===== src/rtl/seg7_pkg.sv =====
// Shared definitions for the number-translation block: active-low 7-segment
// glyphs (bit0=a .. bit6=g) and an 8-bit binary-to-BCD converter.
package seg7_pkg;

  localparam logic [6:0] SEG_0 = 7'h40;
  localparam logic [6:0] SEG_1 = 7'h79;
  localparam logic [6:0] SEG_2 = 7'h24;
  localparam logic [6:0] SEG_3 = 7'h30;
  localparam logic [6:0] SEG_4 = 7'h19;
  localparam logic [6:0] SEG_5 = 7'h12;
  localparam logic [6:0] SEG_6 = 7'h02;
  localparam logic [6:0] SEG_7 = 7'h78;
  localparam logic [6:0] SEG_8 = 7'h00;
  localparam logic [6:0] SEG_9 = 7'h10;
  localparam logic [6:0] SEG_A = 7'h08;
  localparam logic [6:0] SEG_B = 7'h03;
  localparam logic [6:0] SEG_C = 7'h46;
  localparam logic [6:0] SEG_D = 7'h21;
  localparam logic [6:0] SEG_E = 7'h06;
  localparam logic [6:0] SEG_F = 7'h0E;

  typedef struct packed {
    logic [3:0] hundreds;
    logic [3:0] tens;
    logic [3:0] ones;
  } bcd_t;

  // Double-dabble: before each shift, any BCD digit >= 5 gets +3 so the
  // shift carries correctly into the next decade. Exact for 0..255.
  function automatic bcd_t bin2bcd8(input logic [7:0] bin);
    logic [19:0] sr;
    sr = {12'd0, bin};
    for (int i = 0; i < 8; i++) begin
      if (sr[11:8]  >= 4'd5) sr[11:8]  = sr[11:8]  + 4'd3;
      if (sr[15:12] >= 4'd5) sr[15:12] = sr[15:12] + 4'd3;
      if (sr[19:16] >= 4'd5) sr[19:16] = sr[19:16] + 4'd3;
      sr = {sr[18:0], 1'b0};
    end
    return '{hundreds: sr[19:16], tens: sr[15:12], ones: sr[11:8]};
  endfunction

endpackage


===== src/rtl/seg7_decoder.sv =====
// 4-bit value to active-low 7-segment glyph (0-9, A, b, C, d, E, F).
module seg7_decoder
  import seg7_pkg::*;
(
  input  logic [3:0] digit,
  output logic [6:0] seg
);

  always_comb begin
    // NOTE: a default assignment before the case keeps every path driven,
    // so no latch can be inferred even if the case is later narrowed.
    seg = SEG_0;
    case (digit)
      4'h0:    seg = SEG_0;
      4'h1:    seg = SEG_1;
      4'h2:    seg = SEG_2;
      4'h3:    seg = SEG_3;
      4'h4:    seg = SEG_4;
      4'h5:    seg = SEG_5;
      4'h6:    seg = SEG_6;
      4'h7:    seg = SEG_7;
      4'h8:    seg = SEG_8;
      4'h9:    seg = SEG_9;
      4'hA:    seg = SEG_A;
      4'hB:    seg = SEG_B;
      4'hC:    seg = SEG_C;
      4'hD:    seg = SEG_D;
      4'hE:    seg = SEG_E;
      4'hF:    seg = SEG_F;
      default: seg = SEG_0;
    endcase
  end

endmodule


===== src/rtl/task_7_translation.sv =====
// Holds an 8-bit switch value loaded by a pushbutton and displays it on LEDs,
// as two hex digits and as two decimal digits with a >=100 overflow flag.
module task_7_translation
  import seg7_pkg::*;
(
  input  logic       clk,
  input  logic       key0_rst,
  input  logic       key1_set,
  input  logic [7:0] sw,
  output logic       ledg8,
  output logic [7:0] ledr,
  output logic [6:0] hex4,
  output logic [6:0] hex5,
  output logic [6:0] dec6,
  output logic [6:0] dec7
);

  logic [7:0] val_d, val_q;
  bcd_t       bcd;

  // Reset has priority over load; load is level-sensitive while the key is low.
  always_comb begin
    val_d = val_q;
    if (!key0_rst)      val_d = 8'd0;
    else if (!key1_set) val_d = sw;
  end

  // NOTE: sequential state uses non-blocking assignment so every flop samples
  // its inputs as they stood before the edge.
  always_ff @(posedge clk) begin
    val_q <= val_d;
  end

  assign bcd  = bin2bcd8(val_q);
  assign ledr = val_q;

  // A non-zero hundreds digit is exactly val >= 100.
  assign ledg8 = (bcd.hundreds != 4'd0);

  seg7_decoder u_hex4 (.digit(val_q[3:0]), .seg(hex4));
  seg7_decoder u_hex5 (.digit(val_q[7:4]), .seg(hex5));
  seg7_decoder u_dec6 (.digit(bcd.ones),   .seg(dec6));
  seg7_decoder u_dec7 (.digit(bcd.tens),   .seg(dec7));

endmodule


===== config.mk =====
export PLATFORM = sky130hd
export DESIGN_NAME = task_7_translation
export DESIGN_NICKNAME = d
export VERILOG_FILES = /design/src/rtl/seg7_pkg.sv /design/src/rtl/seg7_decoder.sv /design/src/rtl/task_7_translation.sv
export SDC_FILE = /design/constraint.sdc
export NUM_CORES = 1
export LEC_CHECK = 0
export ABC_AREA = 1
export BUFFER_PORTS_ARGS = -buffer_cell sky130_fd_sc_hd__buf_4
export CAP_MARGIN = 30
export CORE_MARGIN = 8
export CORE_UTILIZATION = 55
export CTS_CLUSTER_SIZE = 25
export DETAILED_ROUTE_END_ITERATION = 8
export PLACE_DENSITY = 0.78
export SLEW_MARGIN = 15
export SYNTH_ARGS = -nofsm -noshare
export SYNTH_HDL_FRONTEND = slang
export SYNTH_SLANG_ARGS = --single-unit

===== constraint.sdc =====
create_clock -name clk -period 12.7 [get_ports clk]
set_clock_uncertainty 0.05 [all_clocks]
set_input_delay 2.54 -clock clk [delete_from_list [all_inputs] [get_ports clk]]
set_output_delay 2.54 -clock clk [all_outputs]
set_load 0.05 [all_outputs]

==> results of run 1 <==
[path summary, 6_finish.rpt]
kind / end / from / slack, ns
setup / recovery: dec7[5] / ledr[6] / 5.32
hold / removal: ledr[2] / ledr[2] / 0.53
setup reg to reg: u_hex4.seg[0] / ledr[1] / 10.69
hold reg to reg: ledr[2] / ledr[2] / 0.53
[critical path: cells and delay by family, from the launching register on]
kind	cells	cell delay [ns]
AND/OR/NAND/NOR	21	2.27
adder cells (fa/ha/maj)	5	1.08
buffers and inverters	5	0.52
flip-flops	1	0.37
XOR/XNOR	1	0.19
AO/OA/AOI/OAI	2	0.12
[report_power, final]
group | internal [µW] | leakage (µW) | switching (µW)
logic | 144 | 0.00132 | 353
clock network | 42.1 | 0.0000357 | 23.2
registers | 76.0 | 0.000183 | 4.18
total | 262 | 0.00154 | 380
[registers in the layout (all words and copies together) (netlist names)]
name        flops
ledr            8
u_hex5.seg      7
u_hex4.seg      7
[layer usage]
layer / wire length [µm] / GRT usage [%]
met3: 351 / 4.46
met5: 0 / 0
met1: 2240 / 18.0
met4: 52 / 4.91
met2: 2560 / 30.6
[cells in the final DEF, fill, tap and decap left out, drive strengths merged, types with 2 or more instances in the layout]
cell type,n
nand2,140
buf,50
inv,46
nand3,40
ha,28
o21ai,28
nor2,27
dfxtp,22
nor3,12
clkbuf,3
a21boi,2
nand4,2
xor2,2
nand3b,2
[through the flow]
step | std cells | util, % | setup WS, ns | hold slack (ns) | total power [µW]
CTS | 460 | 68.9 | 5.30 | 0.565 | 647
global route | 461 | 69.0 | 4.89 | 0.600 | 690
floorplan | 361 | - | 4.90 | 0.731 | 461
finish | 461 | 69.0 | 5.32 | 0.533 | 642
detailed placement | 456 | 67.1 | 5.61 | 0.547 | 580
global placement | 455 | 67.0 | 5.83 | 0.540 | 573
[kinds of logic (layout without fill, tap and decap cells)]
kind of cell               after synthesis  count (layout)
and+or+nand+nor                        225             225
xor gates and xnor gates                 2               2
adders and majority gates               28              28
buffers and inverters                   50             100
AOI/OAI and AO/OA                       34              34
DFF                                     22              22
[area by class of cell]
type | count | area, µm²
flip-flops and latches | 22 | 440
inverters | 46 | 175
clock buffers | 3 | 41.3
clock inverters | 1 | 30.0
repair buffers | 50 | 370
multi-input cells | 289 | 1640
well taps | 50 | 62.6
fillers | 364 | 1240
==> run_results.csv, run 1 <==
group,metric,value,unit
run_status,outcome,"finished clean",
logic_synthesis,ys_types,29,
cts,cts_resized,0,
power,power_density,232,mW/mm²
logic_synthesis,ys.warnings.count,0,
hold_path,worstHoldPathCells,2,
floorplanning,pin_count,48,
placement,place_area,0.00269,mm²
placement,port_buffers,47,
logic_synthesis,ys_top_cells_by_area,"dfxtp_1, nand2_1, ha_1",
critical_path,crit_path_max_incr_delay,0.37,ns
critical_path,path_class,"register to output pin",
routing,via_per_inst,5.04,
sta,drv_slew,0,
routing,vias,2323,
cts,cts-root-buf,"clkbuf_8",
global_routing,grt_pass1_vias,2207,
logic_synthesis,synth_edf_count,0,
routing,firstDrtPassIters,4,
logic_synthesis,avgSynthCellArea,6.29,µm²
hold_path,hold_path_class,"register to register",
critical_path,path_max_fanout,5,
placement,hpwl,4280,µm
cells_and_area,fin_nets,451,
logic_synthesis,synth_adder_area_share,15.4,%
cts,htreeDepth,1,
floorplanning,coreArea,0.00400,mm²
logic_synthesis,ys_async_sr_fraction,0,%
sta,rsz0062_at_grt,"false",
global_routing,grt_usage,16.6,%
logic_synthesis,yosys.area_share.simple,47.4,%
power,vdd_drop_max,0.000103,V
cts,post_cts_buffers,0,
floorplanning,dieArea,0.00644,mm²
critical_path,cp_data_required_time,10.11,ns
logic_synthesis,seq_area_frac_synth,19.4,%
sta,tightest_slew,0.764,ns
routing,drt-initial-drc-count,113,
logic_synthesis,yosysMostFrequentCell,"nand2_1",
logic_synthesis,synth_mux_area_share,0,%
critical_path,r2r_cells,8,
floorplanning,die_w,80.3,µm
global_routing,grt_max_degree,14,
logic_synthesis,synth_top_area_share,19.4,%
floorplanning,row_count,23,
logic_synthesis,synth-compound-area-share,8.37,%
logic_synthesis,synth_top_family_by_area,"simple AND/OR/NAND/NOR gates",
sta,setup_viol,0,
floorplanning,start_util,56.8,%
sta,fin_crit_sh,58.1,%
logic_synthesis,synthCells,361,
power,p_leak,0.00154,µW
routing,routed_wirelength,5210,µm
logic_synthesis,yosys-top-cells-count,"nand2_1, inv_1, nand3_1, ha_1, nor2_1",
critical_path,cp-end-kind,"output pin",
cells_and_area,diodes,0,
routing,drc_errors,0,
cells_and_area,fin_area,0.00276,mm²
logic_synthesis,syn_area,0.00227,mm²
sta,period_minus_slack,7.38,ns
critical_path,cp_slowest_cell,"dfxtp_1",
logic_synthesis,synth_xor_area_share,1.10,%
sta,relSlewSlack,48.7,%
critical_path,critical_path_arrival,4.79,ns
floorplanning,die_h,80.3,µm
sta,fmax,0.135,GHz
cts,tritoncts,"done",
routing,wl_per_cell,11.3,µm
cts,clk_latency,0.26,ns
cells_and_area,drive_gt1_share,25.5,%
global_routing,antenna_found_initial,0,
critical_path,crit_path_start_kind,"register",
placement,gp_congestion,0.902,
cts,clkSlewWorstSetupHoldPaths,0.08,ns
routing,ant_nets,0,
global_routing,globalRoute.totalOverflow,0,
cells_and_area,syn_to_final_growth,21.5,%
cts,cts_buffer_depth,2,
logic_synthesis,yosysTopAreaCell,"dfxtp_1",
logic_synthesis,ys_ff_latch,22,
logic_synthesis,ys.flop_type,"dfxtp_1",
cts,cts_made_buffers,3,
critical_path,cp_common_cell,"nand2_1",
sta,hold_viol_final,0,
global_routing,grt_pass1_wl,9040,µm
sta,tns,0,ns
cts,clock-sinks,22,
logic_synthesis,syn_nets,400,
cts,hold_buffers,0,
job,drv_cap,0,
Note: power is estimated with default switching activity, not from simulation.
==> inputs of run 2 (changes only) <==
Settings changed: ABC_AREA 1 to 0, PLACE_DENSITY 0.78 to 0.77.
Clock period 12.7 ns to 7.1 ns, I/O delays scaled along.
==> run_results.csv, run 2 <==
group,metric,value,unit
floorplanning,pin_count,48,
critical_path,path_class,"register to output pin",
floorplanning,coreArea,0.00475,mm²
logic_synthesis,syn_area,0.00274,mm²
placement,port_buffers,47,
logic_synthesis,synth_top_area_share,16.1,%
placement,gp_congestion,0.886,
logic_synthesis,seq_area_frac_synth,16.1,%
critical_path,regToRegSetupSlack,5.04,ns
sta,tightest_slew,0.750,ns
power,vdd_drop_max,0.000185,V
sta,setup_viol,0,
critical_path,r2r_cells,8,
cells_and_area,diodes,0,
cts,cts-root-buf,"clkbuf_8",
logic_synthesis,yosysMostFrequentCell,"nand2_1",
cells_and_area,largest_register_ffs,8,
sta,hold_viol_final,0,
sta,tns,0,ns
placement,hpwl,5030,µm
cts,tritoncts,"done",
cts,clock-sinks,22,
run_status,outcome,"finished clean",
logic_synthesis,synthCells,335,
routing,wl_per_cell,15.2,µm
critical_path,path_max_fanout,8,
logic_synthesis,ys_types,76,
routing,vias,2715,
logic_synthesis,avgSynthCellArea,8.19,µm²
global_routing,grt_max_degree,21,
logic_synthesis,ys_ff_latch,22,
sta,fin_crit_sh,96.8,%
power,p_sw_share,53.7,%
critical_path,cp_data_required_time,5.63,ns
global_routing,antenna_found_initial,0,
routing,ant_nets,0,
job,drv_cap,0,
logic_synthesis,ys.flop_type,"dfxtp_1",
critical_path,cp-end-kind,"output pin",
power,p_int,439,µW
sta,period_minus_slack,6.87,ns
power,pwr-share-comb,76.2,%
floorplanning,die_w,86.6,µm
cts,cts_buffer_depth,2,
routing,drt-initial-drc-count,180,
logic_synthesis,synth_edf_count,0,
power,power_density,281,mW/mm²
sta,fmax,0.146,GHz
cts,hold_buffers,0,
power,seqPwrFrac,15.4,%
hold_path,worstHoldPathCells,3,
critical_path,crit_path_start_kind,"register",
floorplanning,row_count,25,
cells_and_area,final_cell_mix,"buf_4, nand2_1, nor2_1, ha_1, inv_1",
routing,via_per_inst,5.98,
critical_path,critical_path_arrival,5.40,ns
logic_synthesis,yosysTopAreaCell,"dfxtp_1",
cells_and_area,final_common_cell,"buf_4",
power,p_sw,510,µW
sta,finalWorstSetupSlack,0.230,ns
routing,routed_wirelength,6890,µm
cts,htreeDepth,1,
logic_synthesis,ys.warnings.count,0,
floorplanning,die_h,86.6,µm
power,clkPwrFrac,8.4,%
floorplanning,dieArea,0.00750,mm²
logic_synthesis,ys_top_cells_by_area,"dfxtp_1, ha_1, mux2i_1",
cells_and_area,fin_nets,427,
sta,drv_slew,0,
global_routing,globalRoute.totalOverflow,0,
placement,dp_slack,0.0728,ns
cells_and_area,syn_to_final_growth,22.9,%
logic_synthesis,syn_nets,374,
cts,cts_made_buffers,3,
global_routing,grt_pass1_wl,11400,µm
power,p_leak,0.00153,µW
cells_and_area,drive_gt1_share,31.8,%
global_routing,grt_pass1_vias,2543,
sta,relSlewSlack,48.6,%
logic_synthesis,ys_async_sr_fraction,0,%
floorplanning,start_util,57.7,%
cells_and_area,n_fill_cell,418,
global_routing,grt_usage,17.7,%
cts,clk_latency,0.26,ns
routing,drc_errors,0,
routing,firstDrtPassIters,5,
logic_synthesis,yosys-top-cells-count,"nand2_1, ha_1, nor2_1, inv_1, dfxtp_1",
hold_path,hold_path_class,"register to register",
cts,clkSlewWorstSetupHoldPaths,0.08,ns
run 2: changes by cell type in the layout (fill, tap and decap cells not counted), sizes merged, moves of 9 or more:
cell   previous run  this run
a21oi             1        12
buf              50        66
inv              46        25
mux2              0        15
mux2i             0        15
nand2           140        33
nand3            40         6
o21ai            28        18
o22ai             0         9
run 2: repair_timing:
action / in CTS / in global routing
setup buffers: 1 / 9
gates resized for setup: 2 / 4
hold endpoints to repair: 0 / 0
pin swaps: 1 / 6
endpoints found under the setup margin: 8 / 12
run 2: layout make-up:
type / count / area, µm² / share of cell area, %
Clock buffer: 3 / 41.3 / 1.23
Inverter: 25 / 93.8 / 2.78
Clock inverter: 1 / 3.75 / 0.111
Timing Repair Buffer: 66 / 495 / 14.7
Multi-Input combinational cell: 270 / 2200 / 65.4
Tap cell: 67 / 83.8 / 2.49
Sequential cell: 22 / 449 / 13.3
run 2: worst max-delay path: stages, from the launching register on:
cell	delay (ns)
dfxtp_4	0.40
inv_1	0.07
ha_2	0.22
o21ai_4	0.18
xnor2_4	0.10
ha_1	0.19
nand2b_1	0.18
a32oi_4	0.27
xnor2_2	0.20
inv_2	0.13
ha_1	0.20
and2b_4	0.34
o31ai_4	0.11
nor2_2	0.27
mux2_4	0.34
a32o_2	0.31
o31a_1	0.32
ha_1	0.33
inv_1	0.11
o2111ai_1	0.11
o31ai_1	0.10
a211oi_1	0.31
o32ai_2	0.13
buf_4	0.20
run 2: power by group through the flow:
stage / Combinational (µW) / Sequential (µW) / Clock (µW)
floorplan: 500 / 181 / 0
global placement: 675 / 148 / 0
finish: 723 / 146 / 79.2
CTS: 690 / 146 / 80.6
global route: 775 / 147 / 84.8
detailed placement: 682 / 148 / 0
run 2: worst paths after layout:
check	end	from
hold / removal	ledr[5]	ledr[5]
setup reg to reg	u_hex4.seg[3]	ledr[1]
setup / recovery	dec6[1]	ledr[6]
hold reg to reg	ledr[5]	ledr[5]
run 2: cell families after synthesis:
group           count (synthesis)  share of synthesized area [%]
compound gates                102                           31.0
xor+xnor                        5                           2.14
fa+ha+maj                      28                           12.8
buf+inv                        43                           6.89
flops                          22                           16.1
mux                            30                           12.2
simple gates                  105                           18.9
run 2: stage by stage:
step	total power [µW]	instances	hold WS, ns	instance area (µm²)	util, %
finish	948	454	0.738	3370	70.9
global route	1010	454	0.802	3370	70.9
CTS	916	444	0.748	3270	68.8
detailed placement	830	439	0.728	3200	67.4
global placement	822	439	0.700	3200	67.4
floorplan	681	335	0.777	2810	-
run 2: per-layer routing:
metal | vias up | part of all wire [%] | global-route usage [%]
li1 | 1344 | - | -
met4 | 0 | 1.4 | 5.95
met3 | 12 | 5.4 | 3.21
met2 | 78 | 49 | 30.6
met5 | - | 0 | 0
met1 | 1281 | 44 | 21.4
